===== src/rtl/sym_decoder.sv =====
// sym_decoder: buffers 2-bit code words in a FIFO and presents each as a one-hot strobe.
// Define SYM_DEC_PARITY_EN to add odd-parity checking (in_par, par_err, err_cnt).
module sym_decoder #(
   parameter int DEPTH = 4,
   parameter int CNT_W = 8
) (
   input  logic                     clk,
   input  logic                     rst,
   input  logic                     in_valid,
   output logic                     in_ready,
   input  logic [1:0]               in_code,
`ifdef SYM_DEC_PARITY_EN
   input  logic                     in_par,
   output logic                     par_err,
   output logic [CNT_W-1:0]         err_cnt,
`endif
   output logic                     out_valid,
   input  logic                     out_ready,
   output logic [3:0]               out_onehot,
   output logic [1:0]               out_code,
   output logic [$clog2(DEPTH):0]   level,
   output logic [CNT_W-1:0]         sym_cnt
);
   localparam int AW = $clog2(DEPTH);
   localparam int LW = AW + 1;
   logic [1:0]       mem_q [DEPTH];
   logic [1:0]       mem_d [DEPTH];
   logic [AW-1:0]    wr_ptr_q, wr_ptr_d, rd_ptr_q, rd_ptr_d;
   logic [LW-1:0]    level_q, level_d;
   logic [CNT_W-1:0] sym_cnt_q, sym_cnt_d;
   logic             acc, good, wr, rd;
`ifdef SYM_DEC_PARITY_EN
   logic             par_err_q, par_err_d;
   logic [CNT_W-1:0] err_cnt_q, err_cnt_d;
   assign good    = ^{in_par, in_code};
   assign par_err = par_err_q;
   assign err_cnt = err_cnt_q;
`else
   assign good = 1'b1;
`endif
   assign in_ready   = level_q != LW'(DEPTH);
   assign out_valid  = level_q != '0;
   assign acc        = in_valid && in_ready;
   assign wr         = acc && good;
   assign rd         = out_valid && out_ready;
   assign out_code   = out_valid ? mem_q[rd_ptr_q] : 2'b00;
   assign out_onehot = out_valid ? 4'b0001 << out_code : 4'b0000;
   assign level      = level_q;
   assign sym_cnt    = sym_cnt_q;
   always_comb begin
      mem_d = mem_q;
      if (wr) mem_d[wr_ptr_q] = in_code;
      wr_ptr_d  = wr_ptr_q + AW'(wr);
      rd_ptr_d  = rd_ptr_q + AW'(rd);
      level_d   = level_q + LW'(wr) - LW'(rd);
      sym_cnt_d = (wr && sym_cnt_q != '1) ? sym_cnt_q + CNT_W'(1) : sym_cnt_q;
`ifdef SYM_DEC_PARITY_EN
      par_err_d = acc && !good;
      err_cnt_d = (par_err_d && err_cnt_q != '1) ? err_cnt_q + CNT_W'(1) : err_cnt_q;
`endif
   end
   always_ff @(posedge clk or posedge rst) begin
      if (rst) begin
         mem_q     <= '{default: '0};
         wr_ptr_q  <= '0;
         rd_ptr_q  <= '0;
         level_q   <= '0;
         sym_cnt_q <= '0;
`ifdef SYM_DEC_PARITY_EN
         par_err_q <= 1'b0;
         err_cnt_q <= '0;
`endif
      end else begin
         mem_q     <= mem_d;
         wr_ptr_q  <= wr_ptr_d;
         rd_ptr_q  <= rd_ptr_d;
         level_q   <= level_d;
         sym_cnt_q <= sym_cnt_d;
`ifdef SYM_DEC_PARITY_EN
         par_err_q <= par_err_d;
         err_cnt_q <= err_cnt_d;
`endif
      end
   end
endmodule


===== config.mk =====
export PLATFORM = sky130hd
export DESIGN_NAME = sym_decoder
export DESIGN_NICKNAME = d
export VERILOG_FILES = /design/src/rtl/sym_decoder.sv
export SDC_FILE = /design/constraint.sdc
export NUM_CORES = 1
export LEC_CHECK = 0
export ABC_AREA = 1
export BUFFER_PORTS_ARGS = -buffer_cell sky130_fd_sc_hd__buf_2
export CAP_MARGIN = 20
export CORE_MARGIN = 2
export CORE_UTILIZATION = 53
export CTS_CLUSTER_SIZE = 30
export DETAILED_ROUTE_END_ITERATION = 6
export GPL_TIMING_DRIVEN = 0
export PLACE_DENSITY = 0.77
export SLEW_MARGIN = 20
export SYNTH_ARGS = -nofsm -noshare
export SYNTH_HDL_FRONTEND = slang
export SYNTH_SLANG_ARGS = --single-unit
export TNS_END_PERCENT = 10

===== constraint.sdc =====
create_clock -name clk -period 2.6 [get_ports clk]
set_clock_uncertainty 0.15 [all_clocks]
set_input_delay 0.13 -clock clk [delete_from_list [all_inputs] [get_ports clk]]
set_output_delay 0.13 -clock clk [all_outputs]
set_load 0.005 [all_outputs]

==> metrics.sh <==
OUTCOME='finished clean'
FINAL.PERIOD_UTILIZATION_PCT=80.8
FINAL-MAX-SLEW-VIOLATION-COUNT=0
WORSTPATHCELLLIST='nor2_4 > nand2_1 > nand2_1 > inv_1 > nand2_1 > nand2_1 > ha_1 > fa_1 > xor2_1'
CRITPATHARRIVALTIME_NS=2.16
R2R-START='level[1]'
SYNTH_FA_HA_AREA_SHARE_PCT=4.71
TYPE_OF_THE_TIGHTEST_MIN_DELAY_CHECK='in -> reg'
CTS_TREE='done'
CLOCK_LATENCY_NS=0.31
POST_SYNTH_NUM_CELL_TYPES=14
WL_UM=2400
TIMING.CRITICAL_PATH.FROM_TYPE='flip-flop'
GRTUSAGETOTAL_PCT=20.0
ANTENNA_LEFT=0
MAXCAPVIOLATIONS=0
FINALHOLDWORSTSLACK_NS=0.0483
LAYOUT.CELLS.MOST_COMMON='sky130_fd_sc_hd__nand2_1'
TIMING.CRITICAL_PATH.REQUIRED_NS=2.66
CP-END-KIND='flip-flop'
MOST_FREQUENT_CELL_ON_CRITICAL_PATH='sky130_fd_sc_hd__nand2_1'
DRCVIOLATIONCOUNT=0
SYNTH_COMPOUND_GATE_AREA_SHARE_PCT=5.64
SYNTHCELLS=159
FP.DIEW_UM=52
NUMBER_OF_ANTENNA_VIOLATIONS_AT_THE_FIRST_CHECK_IN_GLOBAL_ROUTING=0
WORSTMARGINPINSLEW_NS=0.871
SYNTH-SEQ-CELLS=23
SYNTH.YOSYS.WARNINGS=0
CLOCK_TREE.HTREE_LEVEL_COUNT=1
MAX-SLEW-MARGIN-REL_PCT=41.9
ANTENNA_DIODE_INSTANCE_COUNT=0
CTS_MAX_PATH_BUFFERS=2
DRIVE_GT1_SHARE_PCT=15.8
POST_CTS_RESIZE_COUNT=0
GRT_PASS1_WL_UM=4060
HPWLAFTERDP_UM=1830
FIRST_ITERATION_DETAILED_ROUTING_DRC_COUNT=13
SETUP_VIOL=0
CRIT_SLOWEST_CELL='sky130_fd_sc_hd__dfrtp_1'
GLOBALROUTE.TOTALOVERFLOW=0
WORSTSETUPSTARTPOINT='level[1]'
CRITPATHMAXFANOUT=4
CLKTRANSATPATHREGS_NS=0.12
POWER.LEAKAGE_nW=0.790
MAX_FREQ_GHz=0.476
SETUP_TOTAL_NEGATIVE_SLACK_NS=0
PLACE.GP.CONGESTION=0.850
YS_SEQ_AREA_SHARE_PCT=47.1
CORE_UM2=2190
REG2REGPATHDEPTH=9
CRITICAL_PATH.ENDPOINT='level[2]'
DIE_AREA_UM2=2700
DESIGN.FINAL.NETS=201
FLOORPLAN.DIE.HEIGHT_UM=52
SYNTH_AREA_PER_CELL_UM2=7.68
PATH_DEPTH=9
DOMINANT_COMBINATIONAL_CELL_FAMILY_BY_AREA_AFTER_SYNTHESIS='simple AND/OR/NAND/NOR gates'
CTS_INSERTED_BUFFERS=3
IO-PIN-COUNT=25
PLACEMENT.IO_BUFFERS=24
SYNTHSIMPLEGATEAREAFRAC_PCT=33.0
SYN_AREA_UM2=1220
DRT_FIRST_PASS_ITERS=4
TIMING.REG2REG.SETUP_SLACK_NS=0.50
DRT-WIRELENGTH-PER-CELL_UM=11.0
MIN_FROM='out_ready'
CTS.SINK_COUNT=23
VIAS_PER_CELL=4.87
SLOWEST_DELAY_NS=0.46
GRT_PASS1_VIAS=945
POWER_PER_CELL_AREA_nW_PER_UM2=1100
AREAGROWTHSYNTHTOFINISH_PCT=17.3
HOLD_VIOLATIONS=0
ROWS=17
COMMONEST_CELLS_AFTER_ROUTING_FILL_AND_TAPS_ASIDE='68 x sky130_fd_sc_hd__nand2_1, 24 x sky130_fd_sc_hd__buf_2, 23 x sky130_fd_sc_hd__dfrtp_1, 17 x sky130_fd_sc_hd__inv_1, 14 x sky130_fd_sc_hd__nor2_1'
R2R_ENDPOINT='level[2]'
SYNTHESIS.NETS=169
GRT_START_MAX_NET_PINS=24
GRT_SETUP_UNREPAIRED='no'
ROOT_BUFFER='sky130_fd_sc_hd__clkbuf_4'
PATH_DELAY_FAMILY='simple AND/OR/NAND/NOR gates'
PEAKVDDDROP_mV=0.714
ROUTED-VIA-COUNT=1061
SYNTHMUXAREASHARE_PCT=0
PERIOD_NEEDED_NS=2.10
INITIAL_CORE_UTIL_PCT=55.7
SETUP_BUFFERS_AFTER_CTS=0
CRITICAL_PATH.N_BUFFERS_INVERTERS=1
SYNTH_XOR_AREA_SHARE_PCT=4.30
FINAL_CORE_UTIL_PCT=65.4
WS_PATH_TYPE='reg -> reg'
## routing by layer
metal  vias to the layer above  track usage [%]  share of wire (%)  routed length, um
li1                        555                -                  -                  -
met1                       476             26.0                 48               1140
met2                        28             33.5                 47               1120
met3                         2             4.89                5.5                133
met4                         0             4.39               0.29                  7
met5                         -                0                  0                  0
## cells in the mapped netlist
cell type	n	area (um2)
sky130_fd_sc_hd__a21boi_4	1	18.8
sky130_fd_sc_hd__ha_1	3	37.5
sky130_fd_sc_hd__inv_1	17	63.8
sky130_fd_sc_hd__nor2_1	14	52.6
sky130_fd_sc_hd__fa_1	1	20.0
sky130_fd_sc_hd__nor3_1	3	15.0
sky130_fd_sc_hd__nand3_1	9	45.0
sky130_fd_sc_hd__xnor2_1	3	26.3
sky130_fd_sc_hd__dfrtp_1	23	576
sky130_fd_sc_hd__nand4_1	2	12.5
sky130_fd_sc_hd__xor2_1	3	26.3
sky130_fd_sc_hd__o21ai_0	10	50.1
sky130_fd_sc_hd__nor2_4	2	22.5
sky130_fd_sc_hd__nand2_1	68	255
## how the worst min path moves through the flow
stage	cells after the start	slack, ns	endpoint
2_1_floorplan	1	-0.02	level[0]
3_3_place_gp	2	0.19	level[1]
3_5_place_dp	2	0.21	level[2]
4_1_cts	4	0.04	rd_ptr_q[1]
5_1_grt	3	0.07	mem_q[3]
6_report	4	0.05	rd_ptr_q[1]
## final cells by class
| type | instances | area (um2) |
|---|---|---|
| fill | 189 | 758 |
| inverter | 17 | 63.8 |
| tap | 28 | 35.0 |
| clock buffer | 4 | 26.3 |
| multi-input combinational | 119 | 582 |
| sequential | 23 | 576 |
| timing repair buffer | 27 | 150 |
## power by group
part	total (mW)	internal (mW)	switching [mW]
combinational	0.728	0.318	0.410
clock	0.164	0.0599	0.104
sequential	0.680	0.511	0.169
total	1.57	0.889	0.683
## flip-flops by register name, summed over array words and instances (netlist names)
name / flops
rd_ptr_q: 2
sym_cnt: 8
wr_ptr_q: 2
level: 3
mem_q: 8
## worst reg2reg max path: stages (launching register included)
cell	delay [ns]
sky130_fd_sc_hd__dfrtp_1	0.46
sky130_fd_sc_hd__nor2_4	0.17
sky130_fd_sc_hd__nand2_1	0.12
sky130_fd_sc_hd__nand2_1	0.14
sky130_fd_sc_hd__inv_1	0.07
sky130_fd_sc_hd__nand2_1	0.10
sky130_fd_sc_hd__nand2_1	0.06
sky130_fd_sc_hd__ha_1	0.18
sky130_fd_sc_hd__fa_1	0.38
sky130_fd_sc_hd__xor2_1	0.17
## through the flow
step,worst slack (ns),std cells,power (mW),cell area (um2)
after floorplan,0.603,159,1.14,1220
after global placement,0.535,211,1.37,1380
after detailed placement,0.503,211,1.41,1380
after CTS,0.482,218,1.58,1430
after global routing,0.369,218,1.73,1430
final,0.498,218,1.57,1430
## cell families (layout without fill, tap and decap cells)
group | after synthesis | after routing
AO/OA/AOI/OAI | 11 | 11
XOR/XNOR | 6 | 6
adder cells (fa/ha/maj) | 4 | 4
buffers and inverters | 17 | 48
flip-flops | 23 | 23
AND/OR/NAND/NOR | 98 | 98
## what timing repair did
item,CTS,global route
endpoints found under the hold margin,26,0
setup endpoints to repair,0,0
hold buffers,3,0
Power figures use the tool's default switching activity.
